$ cat config.mk
export PLATFORM = sky130hd
export DESIGN_NAME = bcd_7segment_decoder
export DESIGN_NICKNAME = d
export VERILOG_FILES = /design/src/rtl/bcd_7segment_decoder.sv
export SDC_FILE = /design/constraint.sdc
export NUM_CORES = 1
export LEC_CHECK = 0
export ABC_AREA = 1
export CAP_MARGIN = 15
export CORE_UTILIZATION = 35
export CTS_BUF_LIST = sky130_fd_sc_hd__clkbuf_4
export CTS_CLUSTER_DIAMETER = 80
export DETAILED_ROUTE_END_ITERATION = 12
export PLACE_DENSITY = 0.65
export RECOVER_POWER = 25
export SYNTH_ARGS = -nofsm -noshare
export SYNTH_HDL_FRONTEND = slang
export SYNTH_SLANG_ARGS = --single-unit
$ cat constraint.sdc
create_clock -name clk_50M -period 2.6 [get_ports clk_50M]
set_clock_uncertainty 0.2 [all_clocks]
set_input_delay 0.52 -clock clk_50M [delete_from_list [all_inputs] [get_ports clk_50M]]
set_output_delay 0.52 -clock clk_50M [all_outputs]
set_load 0.1 [all_outputs]
$ cat src/rtl/bcd_7segment_decoder.sv
// Quad seven-segment back end: four registered BCD/status-letter decode lanes
// sharing a mapping select, plus a free-running half-period divider for blink.
module bcd_7segment_decoder #(
    parameter int HALF_PERIOD = 25_000_000
) (
    input  logic       clk_50M,
    input  logic       rst,
    input  logic [3:0] digit_1000,
    input  logic [3:0] digit_100,
    input  logic [3:0] digit_10,
    input  logic [3:0] digit_1,
    input  logic       c_flag,
    output logic [6:0] segment_1000,
    output logic [6:0] segment_100,
    output logic [6:0] segment_10,
    output logic [6:0] segment_1,
    output logic       blink,
    output logic       blink_tick
);

    localparam int               CNT_W     = (HALF_PERIOD > 1) ? $clog2(HALF_PERIOD) : 1;
    localparam logic [CNT_W-1:0] CNT_LAST  = CNT_W'(HALF_PERIOD - 1);
    localparam logic [6:0]       SEG_BLANK = 7'h7F;

    logic [6:0]       seg_1000_p1;
    logic [6:0]       seg_100_p1;
    logic [6:0]       seg_10_p1;
    logic [6:0]       seg_1_p1;
    logic [CNT_W-1:0] cnt;
    logic             blink_q;
    logic             tick_q;

    // Segment order {g,f,e,d,c,b,a}, active-low.
    function automatic logic [6:0] num_map(input logic [3:0] code);
        logic [6:0] seg;
        case (code)
            4'd0:    seg = 7'h40;
            4'd1:    seg = 7'h79;
            4'd2:    seg = 7'h24;
            4'd3:    seg = 7'h30;
            4'd4:    seg = 7'h19;
            4'd5:    seg = 7'h12;
            4'd6:    seg = 7'h02;
            4'd7:    seg = 7'h78;
            4'd8:    seg = 7'h00;
            4'd9:    seg = 7'h10;
            4'd15:   seg = 7'h3F;
            default: seg = SEG_BLANK;
        endcase
        return seg;
    endfunction

    // Status letters: I d l E o n O F -; every other code blanks.
    function automatic logic [6:0] chr_map(input logic [3:0] code);
        logic [6:0] seg;
        case (code)
            4'd1:    seg = 7'h4F;
            4'd2:    seg = 7'h21;
            4'd3:    seg = 7'h47;
            4'd4:    seg = 7'h06;
            4'd5:    seg = 7'h23;
            4'd6:    seg = 7'h2B;
            4'd9:    seg = 7'h40;
            4'd10:   seg = 7'h0E;
            4'd15:   seg = 7'h3F;
            default: seg = SEG_BLANK;
        endcase
        return seg;
    endfunction

    function automatic logic [6:0] seg_decode(input logic [3:0] code, input logic chr_sel);
        return chr_sel ? chr_map(code) : num_map(code);
    endfunction

    // Stage p0 -> p1: decode lanes registered, divider advanced.
    always_ff @(posedge clk_50M) begin
        if (rst) begin
            seg_1000_p1 <= SEG_BLANK;
            seg_100_p1  <= SEG_BLANK;
            seg_10_p1   <= SEG_BLANK;
            seg_1_p1    <= SEG_BLANK;
            cnt         <= '0;
            blink_q     <= 1'b0;
            tick_q      <= 1'b0;
        end else begin
            seg_1000_p1 <= seg_decode(digit_1000, c_flag);
            seg_100_p1  <= seg_decode(digit_100, c_flag);
            seg_10_p1   <= seg_decode(digit_10, c_flag);
            seg_1_p1    <= seg_decode(digit_1, c_flag);
            if (cnt == CNT_LAST) begin
                cnt     <= '0;
                blink_q <= ~blink_q;
                tick_q  <= 1'b1;
            end else begin
                cnt     <= cnt + CNT_W'(1);
                tick_q  <= 1'b0;
            end
        end
    end

    assign segment_1000 = seg_1000_p1;
    assign segment_100  = seg_100_p1;
    assign segment_10   = seg_10_p1;
    assign segment_1    = seg_1_p1;
    assign blink        = blink_q;
    assign blink_tick   = tick_q;

endmodule

==> PnR_summary.wiki, run 1 <==
{| class="wikitable"
! Metric !! Value
|-
| Sequential fraction of design power || 48.4%
|-
| Clock tree root driver cell || clkbuf_4
|-
| Floorplan die width || 103 µm
|-
| Static leakage || ~1.8 nW
|-
| Post-synthesis to final-layout area growth || 15.7%
|-
| Yosys synthesis warning count || 0
|-
| Vias in the first global route || roughly 3300
|-
| Number of cells traversed by the worst register-to-register path || 8
|-
| Largest vdd supply drop || between 0.0002 and 0.0003 V
|-
| Nature of the critical path startpoint || primary input
|-
| Insertion delay of the later-clocked pin in the worst-skew pair || roughly 370 ps
|-
| Vias per Instance || 4.80
|-
| Relative contribution of combinational cells to total power || 31.4%
|-
| Most used standard cells in the synthesized netlist || nand2_1, nor2_1, inv_1
|-
| CTS max path bufs || 2
|-
| Antenna diodes || 0
|-
| Die Span Y || 103 µm
|-
| Crit path capture type || register
|-
| Actual transition at the worst max-transition pin || 551 ps
|-
| Largest fanout on the critical path || 7
|-
| Worst Slack Setup Final || ~630 ps
|-
| Final number of max-transition violations || 0
|-
| Minimum clock period after layout || 1970 ps
|-
| Power dissipated by switching net loads || 0.721 mW
|-
| Worst slew margin relative to its limit || 63.4%
|-
| Initial standard-cell utilization of the core || 36.4%
|-
| Std cell rows || 36
|-
| Placer's final routability congestion estimate || 0.885
|-
| PwrDens || 446 mW/mm²
|-
| Placed wire-length estimate || 6.49 mm
|-
| Worst setup slack after placement || 212 ps
|-
| Ys async rst share || 0%
|-
| Worst hold-check path type || reg -> reg
|-
| Run status || completed
|-
| Number of hold buffers added after CTS || 0
|-
| Register bit count reported by yosys || 55
|-
| EDFF count, synth || 0
|-
| Internal power consumption || 1.13 mW
|-
| TritonCTS clock tree || done
|-
| Area share of the leading cell type in the synthesized netlist || 30.7%
|-
| Buffer count from post-CTS setup fixing || 0
|-
| Leading register cell type out of synthesis || dfxtp_1
|-
| Total routing resource utilization after global routing || around 17%
|-
| Final setup violation count || 0
|-
| Total via count after detailed routing || 3531
|-
| Wire length of the first global-routing pass || 14.4 mm
|-
| Remaining DRCs || 0
|-
| Unrepaired setup endpoints after global routing || false
|-
| Number of antenna violations at the first check in global routing || 0
|-
| Post-route setup TNS || 0 ps
|-
| Final Total Pwr || 1.85 mW
|-
| Clock sinks || 55
|-
| Count of antenna-violating nets left after detailed routing || 0
|-
| Gate Count Post-Synth || 553
|-
| Post-Route Utilization || between 40% and 50%
|-
| Clock-pin slew on the worst setup and hold paths || about 140 ps
|-
| CTS-repair resized insts || 0
|-
| Number of H-tree levels || 2
|-
| Post-synthesis cell area || 0.00359 mm²
|-
| Total instance count after detailed placement || around 730
|-
| Starting DRT DRC Count || between 150 and 200
|-
| Finished Layout Cells || 736
|-
| Cell with the most instances after synthesis || nand2_1
|-
| Total congestion overflow after global routing || 0
|-
| Data arrival time of the worst path || 2080 ps
|-
| Drt pass-1 iters || 4
|-
| Core box area || about 0.01 mm²
|-
| Fmax || between 500 and 600 MHz
|-
| Layout cell share with drive strength beyond 1 || a little under a tenth
|-
| Final number of hold-violating endpoints || 0
|-
| Port bufs || 48
|-
| Total Wirelength || between 8 and 9 mm
|-
| Average wire length per cell after detail routing || 11.3 µm
|-
| WHS Path Cells || 2
|-
| Tcrit/Tclk final || 76.0%
|-
| Post-synth top area cell || dfxtp_1
|-
| Worst path required time || 2700 ps
|-
| Kind of critical path || in -> reg
|-
| Top cells by area, synth || dfxtp_1, nand2_1, ha_1
|-
| Largest net degree at the start of global routing || 28
|-
| TritonCTS Buffers || 5
|-
| Yosys cell types || 31
|-
| Synth Area per Inst || 6.50 µm²
|-
| Die outline area || between 0.01 and 0.015 mm²
|-
| Portion of the post-synthesis area used by sequential elements || 30.7%
|-
| Proportion of total power due to net switching || 38.9%
|-
| NumNets Final || 654
|-
| Count of max-cap constraint violations || 0
|-
| Portion of total power attributed to the clock network || 20.2%
|-
| Ports placed on the boundary || roughly 50
|-
| Number of nets in the synthesized netlist || approximately 610
|}
[worst paths after layout]
kind / to / slack, ps / startpoint
worst max-delay path: segment_10[5] / 630 / digit_10[1]
worst min-delay path: cnt[23] / 290 / cnt[23]
worst max register to register: cnt[18] / 640 / cnt[0]
worst min register to register: cnt[23] / 290 / cnt[23]
[cell usage in the layout, fill, tap and decap left out, types with 2 or more instances in the layout]
cell	count
nand2_1	130
nor2_1	85
inv_1	70
dfxtp_1	55
o21ai_0	45
nand3_1	43
ha_1	33
a21oi_1	28
clkbuf_2	21
buf_4	20
clkdlybuf4s50_1	18
o211ai_1	9
clkbuf_4	6
nand4_1	5
clkinv_1	4
xnor2_1	4
nor3_1	4
xor2_1	3
nand3b_1	3
or2_2	3
nand2_2	2
o2111ai_1	2
o221ai_1	2
[state kept, by name, indices dropped and copies added (netlist names)]
| name | cells |
|---|---|
| cnt | 25 |
| segment_1000 | 7 |
| segment_100 | 7 |
| segment_10 | 7 |
| segment_1 | 7 |
| blink | 1 |
| blink_tick | 1 |
[power by group through the flow]
stage          sequential (mW)  combinational [mW]  clock, mW
2_1_floorplan             1.17               0.196          0
3_3_place_gp             0.916               0.593          0
3_5_place_dp             0.916               0.598          0
4_1_cts                  0.898               0.599      0.400
5_1_grt                  0.902               0.630      0.429
6_report                 0.897               0.583      0.375
[through the flow]
stage / instance area [µm²] / hold WS (ps)
2_1_floorplan: 3590 / 251
5_1_grt: 4160 / 327
6_report: 4160 / 287
3_3_place_gp: 4160 / 264
3_5_place_dp: 4160 / 264
4_1_cts: 4210 / 284
[area by class of cell]
cell class                      instances  area [µm²]
Tap cell                              133         166
Clock buffer                            6        45.0
Fill cell                            1023        5710
Inverter                               73         274
Multi-Input combinational cell        408        2130
Timing Repair Buffer                   59         435
Clock inverter                          2        7.51
Sequential cell                        55        1100
[cell families after synthesis]
kind of cell               Yosys count  synth area share, %
adders and majority gates           33                 11.5
AOI/OAI and AO/OA                   88                 13.4
and+or+nand+nor                    280                 32.6
buffers and inverters               90                 10.1
DFF                                 55                 30.7
xor gates and xnor gates             7                 1.71
[per-layer routing]
metal	global-route usage (%)	share of wire, %	routed length (µm)
met3	3.16	4.8	404
met5	0	0	0
met2	28.5	47	3900
met4	5.85	1.5	122
met1	22.0	47	3910
[worst max-delay path: stages]
cell and delay (ps):
clkdlybuf4s50_1 580, inv_1 170, ha_1 360, nand3_1 100, nand2_1 70, nor2_1 90, inv_1 60, o21ai_0 130
(Power assumes the default switching activity.)
==> run 2: changes to the inputs <==
==> constraint.sdc (replaced) <==
create_clock -name clk_50M -period 1.9 [get_ports clk_50M]
set_clock_uncertainty 0.2 [all_clocks]
set_input_delay 0.38 -clock clk_50M [delete_from_list [all_inputs] [get_ports clk_50M]]
set_output_delay 0.38 -clock clk_50M [all_outputs]
set_load 0.1 [all_outputs]
==> run 2 against run 1 <==
Effect of this change: critical path type is now reg -> reg; die area unchanged; cell count increased by 5.8%; sequential power increased by 37%; combinational power increased by 54%; setup slack got worse by 470 ps; core utilization increased by 4.6 points; critical endpoint is now blink.
==> PnR_summary.wiki, run 2 (synthesis results as in run 1) <==
{| class="wikitable"
! Metric !! Value
|-
| Flip-flop count of the largest register after layout || 25 (unchanged)
|-
| Most common cell after layout, fill and taps aside || nand2_1
|-
| TritonCTS clock tree || done
|-
| Std cell rows || 36 (unchanged)
|-
| Layout cell share with drive strength beyond 1 || 15.9% (+6.5 points)
|-
| Actual transition at the worst max-transition pin || 507 ps (-44.7 ps)
|-
| Count of max-cap constraint violations || 0 (unchanged)
|-
| Remaining DRCs || 0 (unchanged)
|-
| Kind of critical path || reg -> reg
|-
| Final setup violation count || 0 (unchanged)
|-
| Worst path required time || 1990 ps (-710 ps)
|-
| Final number of max-transition violations || 0 (unchanged)
|-
| Floorplan die width || 103 µm (unchanged)
|-
| Finished Layout Cells || 779 (+5.8%)
|-
| Die Span Y || 103 µm (unchanged)
|-
| Total routing resource utilization after global routing || 17.6% (+0.61 points)
|-
| Total Wirelength || 8.99 mm (+7.7%)
|-
| Wire length of the first global-routing pass || 14.9 mm (+3.3%)
|-
| Worst hold-check path type || reg -> reg
|-
| Proportion of total power due to net switching || 38.5% (-0.38 points)
|-
| Final number of hold-violating endpoints || 0 (unchanged)
|-
| Relative contribution of combinational cells to total power || 33.8% (+2.4 points)
|-
| Total congestion overflow after global routing || 0 (unchanged)
|-
| NumNets Final || 697 (+6.6%)
|-
| Data arrival time of the worst path || 1830 ps (-250 ps)
|-
| Die outline area || 0.0107 mm² (unchanged)
|-
| Largest net degree at the start of global routing || 26 (-7.1%)
|-
| Largest vdd supply drop || 0.000341 V (+20%)
|-
| Crit path capture type || register
|-
| Clock tree root driver cell || clkbuf_4
|-
| Portion of total power attributed to the clock network || 20.0% (-0.2 points)
|-
| Tcrit/Tclk final || 91.7%
|-
| Nature of the critical path startpoint || register
|-
| Ports placed on the boundary || 49 (unchanged)
|-
| Port bufs || 48 (unchanged)
|-
| Power dissipated by switching net loads || 1.03 mW (+42%)
|-
| Clock sinks || 55 (unchanged)
|-
| Core box area || 0.00986 mm² (unchanged)
|-
| Average wire length per cell after detail routing || 11.5 µm (+1.8%)
|-
| PwrDens || 579 mW/mm² (+30%)
|-
| Number of hold buffers added after CTS || 0 (unchanged)
|-
| Insertion delay of the later-clocked pin in the worst-skew pair || 380 ps (about the same)
|-
| Initial standard-cell utilization of the core || 36.4% (unchanged)
|-
| Static leakage || 2.01 nW (+13%)
|-
| Vias per Instance || 4.77 (-0.68%)
|-
| Final Total Pwr || 2.67 mW (+44%)
|-
| Total instance count after detailed placement || 771 (+5.9%)
|-
| Starting DRT DRC Count || 186 (-1.6%)
|-
| Total via count after detailed routing || 3712 (+5.1%)
|-
| Placer's final routability congestion estimate || 0.940 (+6.1%)
|-
| Worst slew margin relative to its limit || 66.0% (+2.6 points)
|-
| Commonest cells after routing, fill and taps aside || nand2_1, nor2_1, inv_1
|-
| Drt pass-1 iters || 4 (unchanged)
|-
| Largest fanout on the critical path || 4 (-3)
|-
| Clock-pin slew on the worst setup and hold paths || 160 ps (+20 ps)
|-
| Run status || completed
|-
| Number of antenna violations at the first check in global routing || 0 (unchanged)
|-
| Internal power consumption || 1.64 mW (+45%)
|-
| Unrepaired setup endpoints after global routing || false
|-
| Antenna diodes || 0 (unchanged)
|-
| Post-synthesis to final-layout area growth || 28.3%
|-
| Buffer count from post-CTS setup fixing || 0 (unchanged)
|-
| Fmax || between 500 and 600 MHz
|-
| Count of antenna-violating nets left after detailed routing || 0 (unchanged)
|-
| Placed wire-length estimate || 7.14 mm (+10%)
|-
| CTS max path bufs || 2 (unchanged)
|-
| Minimum clock period after layout || between 1500 and 2000 ps
|-
| Sequential fraction of design power || 46.2% (-2.2 points)
|-
| Most flops, register || cnt
|-
| TritonCTS Buffers || 5 (unchanged)
|-
| Vias in the first global route || 3445 (+5.4%)
|-
| CTS-repair resized insts || 0 (unchanged)
|-
| Number of H-tree levels || 2 (unchanged)
|}
-- run 2: cell types whose count changed in the layout (fill, tap and decap cells not counted) --
cell | previous run | this run
ha_1 | 33 | 32
clkbuf_2 | 21 | 0
nor2_2 | 1 | 3
buf_2 | 0 | 21
buf_4 | 20 | 54
nand2_4 | 1 | 0
nand2_8 | 0 | 1
nor2_1 | 85 | 83
buf_12 | 0 | 9
ha_2 | 0 | 1
-- run 2: routing by layer --
metal | wire length [µm] | vias to the layer above | part of all wire, % | global-route usage, %
met4 | 110 | 0 | 1.2 | 4.55
li1 | - | 1950 | - | -
met3 | 382 | 10 | 4.2 | 4.10
met1 | 4140 | 1692 | 46 | 20.5
met5 | 0 | - | 0 | 0
met2 | 4360 | 60 | 48 | 32.5
-- run 2: cell type report --
type	count	area, µm²
Sequential cell	55	1100
Fill cell	998	5260
Multi-Input combinational cell	408	2140
Timing Repair Buffer	102	871
Tap cell	133	166
Inverter	73	274
Clock buffer	6	45.0
Clock inverter	2	7.51
-- run 2: metrics by stage --
stage | area [µm²] | hold slack, ps | util [%] | TNS (ps) | setup WS (ps)
after global placement | 4860 | 263 | 49.2 | -3000 | -201
after CTS | 4910 | 289 | 49.8 | 0 | 53.6
after detailed placement | 4860 | 268 | 49.2 | -3470 | -201
final | 4610 | 287 | 46.7 | 0 | 157
after global routing | 4610 | 331 | 46.7 | 0 | 31.6
after floorplan | 3590 | 251 | - | 0 | 241
-- run 2: path summary, 6_finish.rpt --
| check | start | endpoint | slack [ps] | cells after the start |
|---|---|---|---|---|
| worst max-delay path | cnt[1] | blink | 160 | 9 |
| worst min-delay path | cnt[23] | cnt[23] | 290 | 2 |
| worst min register to register | cnt[23] | cnt[23] | 290 | 2 |
| worst max register to register | cnt[1] | blink | 160 | 9 |
-- run 2: worst max-delay path, cell delays in order, from the launching register on --
cell,delay [ps]
dfxtp_1,380
ha_2,220
nand2_2,70
nor2_4,130
nand3_2,80
nor2_2,190
nand2_2,130
buf_4,160
nand3_1,50
nand2_1,50
-- run 2: power groups by stage --
stage / logic (mW) / clock network [mW] / registers [mW]
after CTS: 1.01 / 0.563 / 1.26
final: 0.900 / 0.534 / 1.23
after global routing: 0.967 / 0.595 / 1.24
after floorplan: 0.268 / 0 / 1.60
after detailed placement: 1.00 / 0 / 1.28
after global placement: 0.999 / 0 / 1.28
==> run 3: changes to the inputs <==
--- a/config.mk
+++ b/config.mk
@@ -7,11 +7,11 @@
 export LEC_CHECK = 0
 export ABC_AREA = 1
 export CAP_MARGIN = 15
-export CORE_UTILIZATION = 35
+export CORE_UTILIZATION = 56
 export CTS_BUF_LIST = sky130_fd_sc_hd__clkbuf_4
 export CTS_CLUSTER_DIAMETER = 80
 export DETAILED_ROUTE_END_ITERATION = 12
-export PLACE_DENSITY = 0.65
+export PLACE_DENSITY = 0.91
 export RECOVER_POWER = 25
 export SYNTH_ARGS = -nofsm -noshare
 export SYNTH_HDL_FRONTEND = slang
==> run 3 against run 2 <==
Effect of this change: sequential power barely moved; power down 0.95%; count of clock-buffer cells in the layout down 1; first-iteration DRC count is 5.9% higher; sequential cell count is the same; register-to-register slack worse by 20 ps; clock power decreased by 5.8%; non-clock buffer count is 11 lower; sequential share of layout area grew 0.73 points; maximum frequency shrank 1.1%; via count grew 5.2%; global-route usage up 13 points; highest routed layer unchanged.
==> PnR_summary.wiki, run 3 (synthesis results as in run 1) <==
{| class="wikitable"
! Metric !! Value
|-
| Run status || completed
|-
| Std cell rows || 28 (-22%)
|-
| Layout cell share with drive strength beyond 1 || 14.4% (-1.6 points)
|-
| Worst slew margin relative to its limit || 63.8% (-2.2 points)
|-
| Total Wirelength || 9.55 mm (+6.2%)
|-
| Antenna diodes || 0 (unchanged)
|-
| Largest vdd supply drop || 0.000391 V (+14%)
|-
| Minimum clock period after layout || 1760 ps (+19.9 ps)
|-
| Commonest cells after routing, fill and taps aside || nand2_1, nor2_1, inv_1
|-
| Actual transition at the worst max-transition pin || 545 ps (+38.5 ps)
|-
| Final number of hold-violating endpoints || 0 (unchanged)
|-
| Initial standard-cell utilization of the core || 59.3% (+23 points)
|-
| Most common cell after layout, fill and taps aside || nand2_1
|-
| Most flops, register || cnt
|-
| CTS max path bufs || 2 (unchanged)
|-
| Vias per Instance || 5.51 (+16%)
|-
| Number of hold buffers added after CTS || 0 (unchanged)
|-
| Die outline area || 0.00674 mm² (-37%)
|-
| Floorplan die width || 82.1 µm (-21%)
|-
| Worst path required time || 1970 ps (-20 ps)
|-
| Worst Hold Slack || 303 ps (+15.8 ps)
|-
| Placer's final routability congestion estimate || 0.977 (+4.0%)
|-
| Ports placed on the boundary || 49 (unchanged)
|-
| Average wire length per cell after detail routing || 13.5 µm (+17%)
|-
| Final number of max-transition violations || 0 (unchanged)
|-
| Port bufs || 48 (unchanged)
|-
| Buffer count from post-CTS setup fixing || 0 (unchanged)
|-
| Placed wire-length estimate || 7.49 mm (+4.9%)
|-
| Core box area || 0.00606 mm² (-39%)
|-
| Final setup violation count || 0 (unchanged)
|-
| Total routing resource utilization after global routing || 31.0% (+13 points)
|-
| Largest net degree at the start of global routing || 28 (+7.7%)
|-
| Kind of critical path || reg -> reg
|-
| Nature of the critical path startpoint || register
|-
| Area of placed instances || 0.00471 mm² (-2.9%)
|-
| Number of antenna violations at the first check in global routing || 0 (unchanged)
|-
| Vias in the first global route || 3920 (+14%)
|-
| Cell area after layout || 0.00447 mm² (-3.0%)
|-
| Die Span Y || 82.1 µm (-21%)
|-
| Data arrival time of the worst path || 1840 ps (about the same)
|-
| Clock sinks || 55 (unchanged)
|-
| Drt pass-1 iters || 5 (+1)
|-
| Count of antenna-violating nets left after detailed routing || 0 (unchanged)
|-
| Fmax || 567 MHz (-1.1%)
|-
| Static leakage || 1.97 nW (-2.3%)
|-
| TritonCTS clock tree || done
|-
| PwrDens || 591 mW/mm² (+2.1%)
|-
| Crit path capture type || register
|-
| Count of max-cap constraint violations || 0 (unchanged)
|-
| Wire length of the first global-routing pass || 16.3 mm (+9.8%)
|-
| Number of H-tree levels || 2 (unchanged)
|-
| Clock-pin slew on the worst setup and hold paths || 160 ps (about the same)
|-
| Remaining DRCs || 0 (unchanged)
|-
| Flip-flop count of the largest register after layout || 25 (unchanged)
|-
| NumNets Final || 686 (-1.6%)
|-
| TritonCTS Buffers || 5 (unchanged)
|-
| Starting DRT DRC Count || 197 (+5.9%)
|-
| Total via count after detailed routing || 3905 (+5.2%)
|-
| CTS-repair resized insts || 0 (unchanged)
|-
| Post-synthesis to final-layout area growth || 24.5%
|-
| Worst hold-check path type || reg -> reg
|-
| Total congestion overflow after global routing || 0 (unchanged)
|-
| Clock tree root driver cell || clkbuf_4
|-
| Largest fanout on the critical path || 25 (+21)
|-
| Tcrit/Tclk final || 92.8% (+1.0 points)
|-
| Final Total Pwr || 2.64 mW (-0.95%)
|-
| Insertion delay of the later-clocked pin in the worst-skew pair || 380 ps (about the same)
|}
[run 3: cell count changes in the layout (fill, tap and decap cells not counted), sizes merged]
cell / previous run / this run
buf: 84 / 72
[run 3: worst paths after layout]
kind / endpoint / depth (start not counted) / slack [ps] / startpoint
hold / removal: cnt[23] / 2 / 300 / cnt[23]
hold reg to reg: cnt[23] / 2 / 300 / cnt[23]
setup / recovery: cnt[17] / 8 / 140 / cnt[1]
setup reg to reg: cnt[17] / 8 / 140 / cnt[1]
[run 3: area by class of cell]
cell class	count	area, µm²
repair buffers	91	816
inverters	73	274
fillers	414	1590
clock inverters	2	8.76
flip-flops and latches	55	1100
clock buffers	5	37.5
well taps	75	93.8
multi-input cells	408	2140
[run 3: worst max-delay path: stages (launching register included)]
cell and delay, ps:
dfxtp_1 380, ha_1 240, nand2_2 90, nor2_4 150
nand3_2 80, nor2_2 160, nand2_2 120, nand2_8 170
a21oi_1 70
[run 3: per-layer routing]
metal | vias to the layer above | wire length (µm) | part of all wire (%) | GRT usage, %
met5 | - | 0 | 0 | 0
met4 | 0 | 241 | 2.5 | 14.6
met3 | 38 | 662 | 6.9 | 6.26
li1 | 1928 | - | - | -
met1 | 1764 | 3650 | 38 | 32.9
met2 | 175 | 4990 | 52 | 58.1
[run 3: metrics by stage]
stage / TNS (ps) / std cells / setup WS [ps] / utilization, %
global placement: -1730 / 702 / -127 / 77.8
finish: 0 / 709 / 137 / 73.8
CTS: 0 / 709 / 57.7 / 78.5
floorplan: 0 / 553 / 241 / -
global route: -5.20 / 709 / -4.57 / 73.8
detailed placement: -3550 / 702 / -215 / 77.8
[run 3: power breakdown]
group | internal, mW | switching (mW)
combinational | 0.270 | 0.638
sequential | 1.21 | 0.0256
clock | 0.133 | 0.370
